### src/rtl/risc_ctrl_seq.sv
// risc_ctrl_seq: phase-driven control sequencer producing datapath strobes, stall/halt control and sequence checking.
// Optional EXECUTE memory-wait timeout is enabled by defining CTRL_TIMEOUT_EN.
module risc_ctrl_seq #(
    parameter int TIMEOUT_CYCLES = 15,
    parameter int TO_W           = 4
) (
    input  logic       CLK,
    input  logic       RST,
    input  logic [1:0] PHASE,
    input  logic [2:0] OPCODE,
    input  logic       ZERO,
    input  logic       MEM_RDY,
    output logic       PH_ENA_N,
    output logic       IR_LD,
    output logic       MEM_RD,
    output logic       MEM_WR,
    output logic       AC_LD,
    output logic       PC_INC,
    output logic       PC_LD,
    output logic       HALT,
    output logic       SEQ_ERR,
    output logic       MEM_TO
);
    typedef enum logic [1:0] {FETCH, DECODE, EXECUTE, UPDATE} phase_t;
    typedef enum logic [2:0] {OP_HLT, OP_SKZ, OP_ADD, OP_AND, OP_XOR, OP_LDA, OP_STO, OP_JMP} op_t;
    typedef enum logic {RUN, HALTED} state_t;

    if (2**TO_W <= TIMEOUT_CYCLES) begin : g_bad_to_w
        $error("TO_W too narrow for TIMEOUT_CYCLES");
    end

    phase_t     ph;
    op_t        op_q;
    state_t     state;
    logic       zero_q, skip_q, memop, acop, jmp, stall, run, seq_ok;
    logic [1:0] prev_q;

    assign ph     = phase_t'(PHASE);
    assign state  = (HALT | MEM_TO) ? HALTED : RUN;
    assign run    = RST & (state == RUN);
    assign memop  = op_q inside {OP_ADD, OP_AND, OP_XOR, OP_LDA, OP_STO};
    assign acop   = op_q inside {OP_ADD, OP_AND, OP_XOR, OP_LDA};
    assign jmp    = op_q == OP_JMP & !skip_q;
    assign stall  = ph == EXECUTE & memop & !skip_q & !MEM_RDY;
    assign seq_ok = (PHASE == prev_q) | (PHASE == 2'(prev_q + 2'd1));

    always_comb begin
        PH_ENA_N = 1'b1;
        IR_LD    = 1'b0;
        MEM_RD   = 1'b0;
        MEM_WR   = 1'b0;
        AC_LD    = 1'b0;
        PC_INC   = 1'b0;
        PC_LD    = 1'b0;
        if (RST && state == RUN) begin
            PH_ENA_N = stall;
            IR_LD    = ph == FETCH;
            MEM_RD   = ph == FETCH | (ph == EXECUTE & memop & op_q != OP_STO & !skip_q);
            MEM_WR   = ph == EXECUTE & op_q == OP_STO & !skip_q;
            AC_LD    = ph == UPDATE & acop & !skip_q;
            PC_LD    = ph == UPDATE & jmp;
            PC_INC   = ph == UPDATE & !jmp;
        end
    end

    always_ff @(posedge CLK) begin
        if (!RST) begin
            op_q    <= OP_HLT;
            zero_q  <= 1'b0;
            skip_q  <= 1'b0;
            prev_q  <= FETCH;
            HALT    <= 1'b0;
            SEQ_ERR <= 1'b0;
        end else begin
            prev_q <= PHASE;
            if (ph == DECODE) begin
                op_q   <= op_t'(OPCODE);
                zero_q <= ZERO;
            end
            // the generator leaves UPDATE only while running, so skip is re-armed there
            if (run && ph == UPDATE)
                skip_q <= op_q == OP_SKZ & zero_q & !skip_q;
            if (run && ph == EXECUTE && op_q == OP_HLT && !skip_q)
                HALT <= 1'b1;
            if (run && !seq_ok)
                SEQ_ERR <= 1'b1;
        end
    end

`ifdef CTRL_TIMEOUT_EN
    logic [TO_W-1:0] wcnt;
    logic            to_q;

    always_ff @(posedge CLK) begin
        if (!RST) begin
            wcnt <= '0;
            to_q <= 1'b0;
        end else if (run && stall) begin
            if (wcnt == TO_W'(TIMEOUT_CYCLES - 1))
                to_q <= 1'b1;
            else
                wcnt <= wcnt + 1'b1;
        end else begin
            wcnt <= '0;
        end
    end

    assign MEM_TO = to_q;
`else
    assign MEM_TO = 1'b0;
`endif
endmodule

### config.mk
export PLATFORM = sky130hd
export DESIGN_NAME = risc_ctrl_seq
export DESIGN_NICKNAME = d
export VERILOG_FILES = /design/src/rtl/risc_ctrl_seq.sv
export SDC_FILE = /design/constraint.sdc
export NUM_CORES = 1
export LEC_CHECK = 0
export BUFFER_PORTS_ARGS = -buffer_cell sky130_fd_sc_hd__buf_2
export CAP_MARGIN = 20
export CORE_AREA = 4 4 41 43
export DETAILED_ROUTE_END_ITERATION = 8
export DIE_AREA = 0 0 45 47
export GPL_ROUTABILITY_DRIVEN = 0
export GPL_TIMING_DRIVEN = 0
export SETUP_SLACK_MARGIN = 0.2
export SYNTH_ARGS = -nofsm -noshare
export SYNTH_HDL_FRONTEND = slang
export SYNTH_SLANG_ARGS = --single-unit
### constraint.sdc
create_clock -name CLK -period 1.9 [get_ports CLK]
set_input_delay 0.095 -clock CLK [delete_from_list [all_inputs] [get_ports CLK]]
set_output_delay 0.095 -clock CLK [all_outputs]
set_load 0.01 [all_outputs]
==> results.json <==
{
  "pre_cts_ws_ns": 0.697,
  "path_clk_slew_ns": 0.06,
  "cts.path.max_buffers": 2,
  "dp_hpwl_um": 764,
  "postLayoutCoreUtil_pct": 47.8,
  "syn_to_final_growth_pct": 23.9,
  "drt_iter0_drc": 7,
  "layout_commonest_cell": "buf_2",
  "synth_ff_type": "dfxtp_1",
  "fin_crit_sh_pct": 77.1,
  "end_kind": "output pin",
  "timing.setup.tns_ns": 0,
  "synth-async-reset-ratio_pct": 0,
  "powerDensity_nw_per_um2": 702,
  "period_minus_slack_ns": 1.47,
  "ctsResizeCount": 0,
  "finalSetupViolations": 0,
  "required_ns": 1.80,
  "synth_edf_count": 0,
  "gr-total-overflow": 0,
  "avgViaCountPerCell": 4.98,
  "fin_cells": 91,
  "leakage_nw": 0.281,
  "grt_first_pass_wirelength_mm": 1.73,
  "worstPathArrival_ns": 1.37,
  "layout.nets": 86,
  "syn_inst": 57,
  "grt_usage_pct": 11.6,
  "final_cell_mix": "buf_2 (18), dfxtp_1 (9), nor2_1 (4), mux2i_1 (4), nor2b_1 (4)",
  "drv_cap": 0,
  "drt_first_pass_iters": 4,
  "fp.dieArea_um2": 2120,
  "drt.antenna.violating_nets": 0,
  "drc": 0,
  "critical_path_class": "flop to output pin",
  "start_util_pct": 38.6,
  "drv_slew": 0,
  "num_io_pins": 19,
  "setup_slack_ns": 0.435,
  "ys_seq_area_share_pct": 35.9,
  "final_area_um2": 622,
  "grt_pass1_vias": 405,
  "clk_latency_ns": 0.26,
  "rsz0062_at_grt": "false",
  "cts_tree": "built",
  "synth.avg_cell_area_um2": 8.80,
  "synth_area_um2": 502,
  "die_h_um": 47,
  "io_buffers": 15,
  "ir_drop_uv": 356,
  "max_freq_ghz": 0.682,
  "min_path_type": "primary input to flop",
  "placed_cells": 87,
  "startpoint_type": "flop",
  "ys_types": 28,
  "dpl_cell_area_um2": 596,
  "synth-warning-count": 0,
  "synth_area_leader_cell": "dfxtp_1",
  "wire_per_inst_um": 11.2,
  "h-tree-depth": 1,
  "holdBufCountCts": 0,
  "antenna_found_initial": 0,
  "nFillCells": 140,
  "wirelength_mm": 1.02,
  "die_w_um": 45,
  "synth_fp_nets": 66,
  "drive_gt1_share_pct": 32.9,
  "core.rowCount": 13,
  "root_buffer": "clkbuf_4",
  "fin_skew_ns": 0.00135,
  "synth_top_area_share_pct": 35.9,
  "clock_sinks": 9,
  "ys_seq_elements": 9,
  "vias": 453,
  "post_cts_buffers": 0,
  "status": "finished clean",
  "grt_max_degree": 11,
  "diodes": 0,
  "worst-path-max-fanout": 6,
  "cts_inserted_buffers": 3,
  "timing_hold_violations_final": 0,
  "yosys-top-cells-area": "dfxtp_1 (36%), mux2i_1 (8.0%), nor2b_1 (5.0%), nand2b_1 (3.7%), xnor2_1 (3.5%)",
  "core_area_um2": 1300
}
## cells by family (layout without fill, tap and decap cells)
logic type	count (synthesis)	after routing	share of synthesized area, %
other	1	1	0.747
buffers and inverters	8	27	9.72
XOR/XNOR	2	2	3.49
AND/OR/NAND/NOR	25	25	29.4
AO/OA/AOI/OAI	8	8	12.7
flip-flops	9	9	35.9
multiplexers	4	4	7.98
## routing by layer
| metal | track usage (%) | routed length (um) | vias to the layer above |
|---|---|---|---|
| li1 | - | - | 236 |
| met1 | 14.9 | 491 | 203 |
| met2 | 16.4 | 443 | 12 |
| met3 | 2.30 | 74 | 2 |
| met4 | 10.5 | 10 | 0 |
| met5 | 0 | 0 | - |
## metrics by stage
stage                     power (W)  hold WS, ns
after floorplan            0.000267        0.261
after global placement     0.000291        0.350
after detailed placement   0.000292        0.358
after CTS                  0.000440       0.0853
after global routing       0.000459       0.0960
final                      0.000436       0.0886
## worst paths after layout
check | slack [ns] | to | cells past startpoint | startpoint
worst min-delay path | 0.09 | op_q[2]$_SDFFE_PN0N_ | 3 | OPCODE[2]
worst min register to register | 0.46 | SEQ_ERR$_SDFFE_PN0P_ | 2 | SEQ_ERR$_SDFFE_PN0P_
worst max register to register | 0.83 | HALT$_SDFFE_PN0P_ | 4 | op_q[1]$_SDFFE_PN0N_
worst max-delay path | 0.43 | MEM_WR | 4 | HALT$_SDFFE_PN0P_
## cells in the mapped netlist (2+ instances only)
library cell / n
nand2_1: 2
nand4_1: 2
xnor2_1: 2
o21a_1: 2
buf_4: 2
nor2b_1: 4
buf_2: 3
inv_1: 2
nand2b_1: 3
dfxtp_1: 9
nand3_1: 2
mux2i_1: 4
and2_1: 2
nor2_1: 4
## critical path, stage by stage, from the launching register on
cell and delay [ns]:
dfxtp_1 0.32, and2b_1 0.30, nand2b_1 0.12, nor4_1 0.19, buf_2 0.18
## final cells by class
cell class              count  area, um2  area share [%]
repair buffers             15       75.1            12.1
flip-flops and latches      9        180            29.0
inverters                   2       7.51            1.21
multi-input cells          40        273            43.9
well taps                  15       18.8            3.02
plain buffers               6       41.3            6.64
clock buffers               4       26.3            4.23
## power breakdown
group	switching (W)	internal [W]	total (W)
Clock	0.0000687	0.0000811	0.000150
Combinational	0.0000389	0.0000395	0.0000784
Sequential	0.00000800	0.000200	0.000208
## flip-flops by register name, summed over array words and instances, names as in the netlist
signal   flops
zero_q       1
op_q         3
skip_q       1
prev_q       2
SEQ_ERR      1
HALT         1
(Power assumes the default switching activity.)
